$ cat src/rtl/opsel_pkg.sv
`default_nettype none
// ============================================================================
// Module      : opsel_pkg
// Description : Shared definitions for the operand selector: operation codes,
//               error codes, FSM state encoding and small decode helpers.
// Revision    : 1.0 - initial release
// ============================================================================
package opsel_pkg;

    // Operation codes carried on op_sel
    localparam logic [2:0] OP_TRANSPOSE = 3'd0;
    localparam logic [2:0] OP_ADD       = 3'd1;
    localparam logic [2:0] OP_SCALE     = 3'd2;
    localparam logic [2:0] OP_MATMUL    = 3'd3;
    localparam logic [2:0] OP_DET       = 3'd4;

    // Failure reasons reported on select_err_code
    localparam logic [1:0] ERR_NONE  = 2'b00;
    localparam logic [1:0] ERR_ID    = 2'b01;  // ID out of range or slot empty
    localparam logic [1:0] ERR_DIM   = 2'b10;  // dimension mismatch
    localparam logic [1:0] ERR_FATAL = 2'b11;  // bad op, no matrices, tries exhausted

    typedef enum logic [3:0] {
        ST_IDLE      = 4'd0,
        ST_WAIT_A    = 4'd1,
        ST_FETCH_A   = 4'd2,
        ST_WAIT_B    = 4'd3,
        ST_FETCH_B   = 4'd4,
        ST_RAND_PICK = 4'd5,
        ST_CHECK     = 4'd6,
        ST_DONE      = 4'd7,
        ST_ERR       = 4'd8
    } state_t;

    // Unary operations use A as both operands and never fetch B
    function automatic logic is_unary(input logic [2:0] op);
        return (op == OP_TRANSPOSE) || (op == OP_SCALE) || (op == OP_DET);
    endfunction

    function automatic logic op_valid(input logic [2:0] op);
        return (op <= OP_DET);
    endfunction

    // Dimension compatibility of the fetched operands for a given operation
    function automatic logic dims_ok(input logic [2:0] op,
                                     input logic [2:0] a_rows,
                                     input logic [2:0] a_cols,
                                     input logic [2:0] b_rows,
                                     input logic [2:0] b_cols);
        logic ok;
        ok = 1'b1;
        case (op)
            OP_ADD:    ok = (a_rows == b_rows) && (a_cols == b_cols);
            OP_MATMUL: ok = (a_cols == b_rows);
            OP_DET:    ok = (a_rows == a_cols);
            default:   ok = 1'b1;
        endcase
        return ok;
    endfunction

endpackage
`default_nettype wire

$ cat src/rtl/lfsr8.sv
`default_nettype none
// ============================================================================
// Module      : lfsr8
// Description : Free-running 8-bit Fibonacci LFSR, polynomial
//               x^8 + x^6 + x^5 + x^4 + 1. Reloads SEED if it ever reaches 0.
// Ports       : clk, rst_n (async, active-low), q[7:0] current state
// Revision    : 1.0 - initial release
// ============================================================================
module lfsr8 #(
    parameter logic [7:0] SEED = 8'hA5
) (
    input  logic       clk,
    input  logic       rst_n,
    output logic [7:0] q
);

    logic [7:0] r_lfsr;
    logic       w_feedback;

    // Taps 8,6,5,4 map to bits 7,5,4,3
    assign w_feedback = r_lfsr[7] ^ r_lfsr[5] ^ r_lfsr[4] ^ r_lfsr[3];

    always_ff @(posedge clk or negedge rst_n) begin
        if (!rst_n) begin
            r_lfsr <= SEED;
        end else if (r_lfsr == 8'h00) begin
            r_lfsr <= SEED;
        end else begin
            r_lfsr <= {r_lfsr[6:0], w_feedback};
        end
    end

    assign q = r_lfsr;

endmodule
`default_nettype wire

$ cat src/rtl/operand_selector.sv
`default_nettype none
// ============================================================================
// Module      : operand_selector
// Description : Picks operand matrix IDs (manually from the command parser or
//               at random) for the requested operation, fetches their
//               dimensions from the matrix store and checks compatibility.
// Ports       : start_select/manual_mode/op_sel/mat_count  - request
//               id_in/id_valid                             - manual IDs
//               dim_rd_en/dim_rd_id -> dim_rows/cols/exists - 1-cycle query
//               select_done/select_error/select_err_code   - status
//               selected_a/selected_b, busy
// Config      : OPSEL_RANDOM_EN defined -> random mode, LFSR and attempt
//               counter present; undefined -> manual path only.
// Revision    : 1.0 - initial release
// ============================================================================
module operand_selector
    import opsel_pkg::*;
#(
    parameter int MAX_MATS   = 10,
    parameter int RAND_TRIES = 16
) (
    input  logic       clk,
    input  logic       rst_n,
    input  logic       start_select,
    input  logic       manual_mode,
    input  logic [2:0] op_sel,
    input  logic [3:0] mat_count,
    input  logic [3:0] id_in,
    input  logic       id_valid,
    output logic       dim_rd_en,
    output logic [3:0] dim_rd_id,
    input  logic [2:0] dim_rows,
    input  logic [2:0] dim_cols,
    input  logic       dim_exists,
    output logic       select_done,
    output logic       select_error,
    output logic [1:0] select_err_code,
    output logic [3:0] selected_a,
    output logic [3:0] selected_b,
    output logic       busy
);

    localparam logic [4:0] c_max_mats = 5'(MAX_MATS);

    state_t     r_state;
    logic [2:0] r_op;
    logic       r_manual;
    logic       r_phase;       // 0: query on the bus, 1: result valid
    logic [3:0] r_id_a;
    logic [3:0] r_id_b;
    logic [2:0] r_a_rows;
    logic [2:0] r_a_cols;
    logic [2:0] r_b_rows;
    logic [2:0] r_b_cols;
    logic       r_dim_rd_en;
    logic [3:0] r_dim_rd_id;
    logic       r_select_done;
    logic       r_select_error;
    logic [1:0] r_err_code;
    logic [3:0] r_sel_a;
    logic [3:0] r_sel_b;

    logic       w_manual_in;
    logic [4:0] w_id_limit;
    logic       w_id_ok;
    logic       w_dims_ok;

    // Effective slot count is bounded by both the store occupancy and MAX_MATS
    assign w_id_limit = ({1'b0, mat_count} < c_max_mats) ? {1'b0, mat_count} : c_max_mats;
    assign w_id_ok    = ({1'b0, id_in} < w_id_limit);
    assign w_dims_ok  = dims_ok(r_op, r_a_rows, r_a_cols, r_b_rows, r_b_cols);

`ifdef OPSEL_RANDOM_EN
    localparam int c_tries_w = $clog2(RAND_TRIES + 3);

    logic [7:0]           w_lfsr;
    logic [3:0]           w_cand;
    logic                 w_cand_ok;
    logic                 r_pick_b;
    logic [c_tries_w-1:0] r_tries;
    logic [c_tries_w-1:0] w_tries_inc;
    logic                 w_tries_done;

    lfsr8 #(
        .SEED (8'hA5)
    ) u_lfsr (
        .clk   (clk),
        .rst_n (rst_n),
        .q     (w_lfsr)
    );

    assign w_manual_in  = manual_mode;
    assign w_cand       = w_lfsr[3:0];
    assign w_cand_ok    = ({1'b0, w_cand} < w_id_limit);
    assign w_tries_inc  = r_tries + c_tries_w'(1);
    // Evaluated only on a failure; successful fetches also consume attempts
    assign w_tries_done = (int'(w_tries_inc) >= RAND_TRIES);
`else
    assign w_manual_in  = 1'b1;
`endif

    always_ff @(posedge clk or negedge rst_n) begin
        if (!rst_n) begin
            r_state        <= ST_IDLE;
            r_op           <= OP_TRANSPOSE;
            r_manual       <= 1'b1;
            r_phase        <= 1'b0;
            r_id_a         <= 4'd0;
            r_id_b         <= 4'd0;
            r_a_rows       <= 3'd0;
            r_a_cols       <= 3'd0;
            r_b_rows       <= 3'd0;
            r_b_cols       <= 3'd0;
            r_dim_rd_en    <= 1'b0;
            r_dim_rd_id    <= 4'd0;
            r_select_done  <= 1'b0;
            r_select_error <= 1'b0;
            r_err_code     <= ERR_NONE;
            r_sel_a        <= 4'd0;
            r_sel_b        <= 4'd0;
`ifdef OPSEL_RANDOM_EN
            r_pick_b       <= 1'b0;
            r_tries        <= '0;
`endif
        end else begin
            r_select_error <= 1'b0;
            r_dim_rd_en    <= 1'b0;

            if (start_select) begin
                // Restart wins over everything, including an in-flight query
                r_select_done <= 1'b0;
                r_err_code    <= ERR_NONE;
                r_op          <= op_sel;
                r_manual      <= w_manual_in;
                r_phase       <= 1'b0;
`ifdef OPSEL_RANDOM_EN
                r_pick_b      <= 1'b0;
                r_tries       <= '0;
`endif
                if ((mat_count == 4'd0) || !op_valid(op_sel)) begin
                    r_state        <= ST_ERR;
                    r_err_code     <= ERR_FATAL;
                    r_select_error <= 1'b1;
                end else if (w_manual_in) begin
                    r_state <= ST_WAIT_A;
                end else begin
`ifdef OPSEL_RANDOM_EN
                    r_state <= ST_RAND_PICK;
`else
                    r_state <= ST_WAIT_A;
`endif
                end
            end else begin
                case (r_state)
                    ST_WAIT_A, ST_WAIT_B: begin
                        if (id_valid) begin
                            if (!w_id_ok) begin
                                r_state        <= ST_ERR;
                                r_err_code     <= ERR_ID;
                                r_select_error <= 1'b1;
                            end else begin
                                r_dim_rd_en <= 1'b1;
                                r_dim_rd_id <= id_in;
                                r_phase     <= 1'b0;
                                if (r_state == ST_WAIT_A) begin
                                    r_id_a  <= id_in;
                                    r_state <= ST_FETCH_A;
                                end else begin
                                    r_id_b  <= id_in;
                                    r_state <= ST_FETCH_B;
                                end
                            end
                        end
                    end

                    ST_FETCH_A, ST_FETCH_B: begin
                        if (!r_phase) begin
                            r_phase <= 1'b1;
                        end else begin
                            r_phase <= 1'b0;
                            if (!dim_exists) begin
                                if (r_manual) begin
                                    r_state        <= ST_ERR;
                                    r_err_code     <= ERR_ID;
                                    r_select_error <= 1'b1;
                                end
`ifdef OPSEL_RANDOM_EN
                                else if (w_tries_done) begin
                                    r_state        <= ST_ERR;
                                    r_err_code     <= ERR_FATAL;
                                    r_select_error <= 1'b1;
                                end else begin
                                    // Redraw the same operand
                                    r_tries <= w_tries_inc;
                                    r_state <= ST_RAND_PICK;
                                end
`endif
                            end else begin
`ifdef OPSEL_RANDOM_EN
                                if (!r_manual) begin
                                    r_tries <= w_tries_inc;
                                end
`endif
                                if (r_state == ST_FETCH_A) begin
                                    r_a_rows <= dim_rows;
                                    r_a_cols <= dim_cols;
                                    if (is_unary(r_op)) begin
                                        r_state <= ST_CHECK;
                                    end else if (r_manual) begin
                                        r_state <= ST_WAIT_B;
                                    end
`ifdef OPSEL_RANDOM_EN
                                    else begin
                                        r_pick_b <= 1'b1;
                                        r_state  <= ST_RAND_PICK;
                                    end
`endif
                                end else begin
                                    r_b_rows <= dim_rows;
                                    r_b_cols <= dim_cols;
                                    r_state  <= ST_CHECK;
                                end
                            end
                        end
                    end

`ifdef OPSEL_RANDOM_EN
                    ST_RAND_PICK: begin
                        // Out-of-range candidates are skipped without a query
                        if (w_cand_ok) begin
                            r_dim_rd_en <= 1'b1;
                            r_dim_rd_id <= w_cand;
                            r_phase     <= 1'b0;
                            if (r_pick_b) begin
                                r_id_b  <= w_cand;
                                r_state <= ST_FETCH_B;
                            end else begin
                                r_id_a  <= w_cand;
                                r_state <= ST_FETCH_A;
                            end
                        end
                    end
`endif

                    ST_CHECK: begin
                        if (w_dims_ok) begin
                            r_state       <= ST_DONE;
                            r_select_done <= 1'b1;
                            r_sel_a       <= r_id_a;
                            r_sel_b       <= is_unary(r_op) ? r_id_a : r_id_b;
                        end else if (r_manual) begin
                            r_state        <= ST_ERR;
                            r_err_code     <= ERR_DIM;
                            r_select_error <= 1'b1;
                        end
`ifdef OPSEL_RANDOM_EN
                        else if (w_tries_done) begin
                            r_state        <= ST_ERR;
                            r_err_code     <= ERR_FATAL;
                            r_select_error <= 1'b1;
                        end else begin
                            // Both operands are redrawn after a failed check
                            r_tries  <= w_tries_inc;
                            r_pick_b <= 1'b0;
                            r_state  <= ST_RAND_PICK;
                        end
`endif
                    end

                    ST_DONE: r_state <= ST_DONE;
                    ST_ERR:  r_state <= ST_IDLE;
                    default: r_state <= ST_IDLE;
                endcase
            end
        end
    end

    assign dim_rd_en       = r_dim_rd_en;
    assign dim_rd_id       = r_dim_rd_id;
    assign select_done     = r_select_done;
    assign select_error    = r_select_error;
    assign select_err_code = r_err_code;
    assign selected_a      = r_sel_a;
    assign selected_b      = r_sel_b;
    assign busy            = (r_state != ST_IDLE) && (r_state != ST_DONE) && (r_state != ST_ERR);

endmodule
`default_nettype wire

$ cat config.mk
export PLATFORM = sky130hd
export DESIGN_NAME = operand_selector
export DESIGN_NICKNAME = d
export VERILOG_FILES = /design/src/rtl/opsel_pkg.sv /design/src/rtl/lfsr8.sv /design/src/rtl/operand_selector.sv
export SDC_FILE = /design/constraint.sdc
export NUM_CORES = 1
export LEC_CHECK = 0
export ABC_AREA = 1
export CAP_MARGIN = 20
export CELL_PAD_IN_SITES_DETAIL_PLACEMENT = 0
export CELL_PAD_IN_SITES_GLOBAL_PLACEMENT = 2
export CORE_MARGIN = 2
export CORE_UTILIZATION = 33
export DETAILED_ROUTE_END_ITERATION = 10
export PLACE_DENSITY = 0.92
export SLEW_MARGIN = 10
export SYNTH_ARGS = -nofsm -noshare
export SYNTH_HDL_FRONTEND = slang
export SYNTH_HIERARCHICAL = 1
export SYNTH_SLANG_ARGS = --single-unit
$ cat constraint.sdc
create_clock -name clk -period 2.85 [get_ports clk]
set_input_delay 0.855 -clock clk [delete_from_list [all_inputs] [get_ports clk]]
set_output_delay 0.855 -clock clk [all_outputs]
set_load 0.005 [all_outputs]
==> metrics.cfg <==
[power]
switchingPower_mw = 0.4301
p_per_area_mw_per_mm2 = 477.2
intPower_mw = 1.020
swShare_pct = 29.67
p_clk_share_pct = 27.9
ir_drop_mv = 0.2069
total_leakage_power_nw = 1.466
p_comb_share_pct = 20.9
p_seq_share_pct = 51.2

[yosys]
yosysWarnings = 6
synthTopCellsByCount = nand2_1, dfrtp_1, inv_1, o21ai_0, nand3_1
syn_inst = 311
synth_edf_count = 0
synth_most_common_cell = nand2_1
syn_nets = 337
ys_types = 29
avgSynthCellArea_um2 = 7.765
syn_area_mm2 = 0.002415
ys_seq_area_share_pct = 46.63
async_flop_share_pct = 100.0
ys_ff_latch = 45
synth.top_cell.area_share_pct = 46.63
ys.flop_type = dfrtp_1
synth_top_cell_by_area = dfrtp_1
netlist_top_cells_area = dfrtp_1, nand2_1, inv_1

[route]
vias_per_cell = 4.411
firstDrtPassIters = 4
post_drt_wl_per_cell_um = 11.48
drt_wl_total_mm = 5.283
vias = 2029
ant_nets = 0
post-route-drc-count = 0
drtIter0Drc = 124

[finish]
stdcell_count = 460
area_delta_synth_final_pct = 25.80
drive_gt1_share_pct = 9.972
fin_util_pct = 42.34
diodes = 0
nNetsFinal = 386

[setup_path]
cpPeakStageDelay_ns = 0.47
critPathRequiredTime_ns = 2.00
path_cells = inv_1 > nor2_1 > inv_1 > nor2_1 > nor2_1 > clkdlybuf4s50_1
critPathMaxFanout = 7
worstSetupStartpointType = flip-flop
slowest_stage = dfrtp_1
cpMostUsedCell = nor2_1
crit_type = reg2out
r2r_slack_ns = 1.10
endpoint_kind = primary output
crit_buf_inv = 3
arrival_ns = 1.81
critPathTopFamily = buffers and inverters

[timing]
hold_viol = 0
fmax_mhz = 374.9
slew_headroom_pct = 71.90
drv_slew = 0
rsz0062_at_grt = no
finalSetupViolations = 0
fin_worst_skew_ns = 0.009596
worstMarginPinSlew_ns = 0.4215
finalCriticalPeriod_ns = 2.668
fin_crit_sh_pct = 93.60
tns_ns = 0

[clock_tree]
cts-resized-gates = 0
cts_htree_levels = 2
post_cts_buffers = 0
numClockSinks = 45
cts_made_buffers = 5
hold_buffers = 0
cts-root-buf = clkbuf_8
cts.clk_slew.worst_paths_ns = 0.09
clock_path_buffers = 2
clock_latency_ns = 0.30
cts_tree = done

[global_route]
grt_use_total_pct = 14.19
grt_overflow_total = 0
grt_pass1_vias = 1885
antenna_found_initial = 0
grt_pass1_wl_mm = 8.714
grt_start_max_net_pins = 19

[run_status]
outcome = complete, no violations

[die]
die_y_um = 89.55
die_w_um = 89.55
initial_core_util_pct = 33.65
fp-row-count = 31
num_io_pins = 41
die_area_mm2 = 0.008018
coreArea_mm2 = 0.007176

[placement]
hpwl_mm = 4.173
dp.cells = 452
place.gp.congestion = 0.7965
port_buffers = 39

[run]
cap_viol_max_count = 0

[hold_path]
min_path_type = in2async

cell type report:
type / count / area, µm²
Fill cell: 718 / 4138
Sequential cell: 45 / 1126
Multi-Input combinational cell: 214 / 1076
Timing Repair Buffer: 47 / 445.4
Inverter: 47 / 176.4
Tap cell: 99 / 123.9
Clock buffer: 5 / 68.82
Clock inverter: 3 / 21.27
routing by layer:
layer,wire length [µm],GRT usage [%]
met5,0,0
met4,72,5.156
met3,146,2.955
met2,2327,20.86
met1,2736,20.57
placed cells by master, fill, tap and decap left out, types with 2 or more instances in the layout:
cell type / synthesis / routed
xnor2_1: 5 / 5
nor3_1: 3 / 3
a21oi_1: 7 / 7
nand2_2: 4 / 4
o21ai_2: 4 / 4
clkbuf_8: 1 / 5
nor2_4: 3 / 3
nor2_1: 18 / 18
dfrtp_1: 45 / 45
o21ai_0: 28 / 28
nand3_4: 2 / 2
clkdlybuf4s50_1: 0 / 38
inv_1: 45 / 45
o21ai_1: 5 / 5
nand2_1: 94 / 94
ha_1: 3 / 3
nand3_1: 25 / 25
buf_4: 0 / 8
nand4_1: 5 / 5
sequential cells by signal (all words and copies together), names as in the netlist:
signal,cells
selected_a,4
select_err_code,2
selected_b,4
r_a_rows,3
r_b_rows,3
r_phase,1
r_a_cols,3
dim_rd_id,4
r_op,3
select_done,1
r_id_b,4
r_id_a,4
select_error,1
r_b_cols,3
r_state,4
dim_rd_en,1
final timing paths:
kind / start / depth (start not counted) / endpoint
worst max-delay path: r_state[1] / 6 / busy
worst min-delay path: rst_n / 1 / r_a_rows[0]
worst max register to register: r_op[1] / 11 / selected_b[0]
worst min register to register: selected_b[3] / 2 / selected_b[3]
max in group asynchronous: rst_n / 2 / r_id_b[3]
min in group clk: selected_b[3] / 2 / selected_b[3]
per-stage QoR:
step | instance area, µm² | hold WS (ns) | total power, mW | worst slack [ns]
3_3_place_gp | 2948 | 0.4643 | 1.057 | 0.08383
3_5_place_dp | 2948 | 0.4703 | 1.062 | 0.06076
2_1_floorplan | 2415 | 0.4530 | 0.9102 | 0.6366
5_1_grt | 3038 | 0.4986 | 1.538 | 0.07344
6_report | 3038 | 0.4776 | 1.450 | 0.1823
4_1_cts | 3038 | 0.4895 | 1.465 | 0.1766
cells by family after synthesis:
family	count (synthesis)	synth area share, %
flip-flops	45	46.63
AO/OA/AOI/OAI	48	11.40
XOR/XNOR	5	1.813
adder cells (fa/ha/maj)	3	1.555
buffers and inverters	52	8.808
AND/OR/NAND/NOR	158	29.79
power groups by stage:
stage / Combinational [mW] / Clock (mW) / Sequential (mW)
after global placement: 0.303 / 0 / 0.754
after floorplan: 0.166 / 0 / 0.745
after detailed placement: 0.307 / 0 / 0.754
final: 0.304 / 0.404 / 0.742
after global routing: 0.344 / 0.444 / 0.750
after CTS: 0.308 / 0.415 / 0.742
Power figures use the tool's default switching activity.
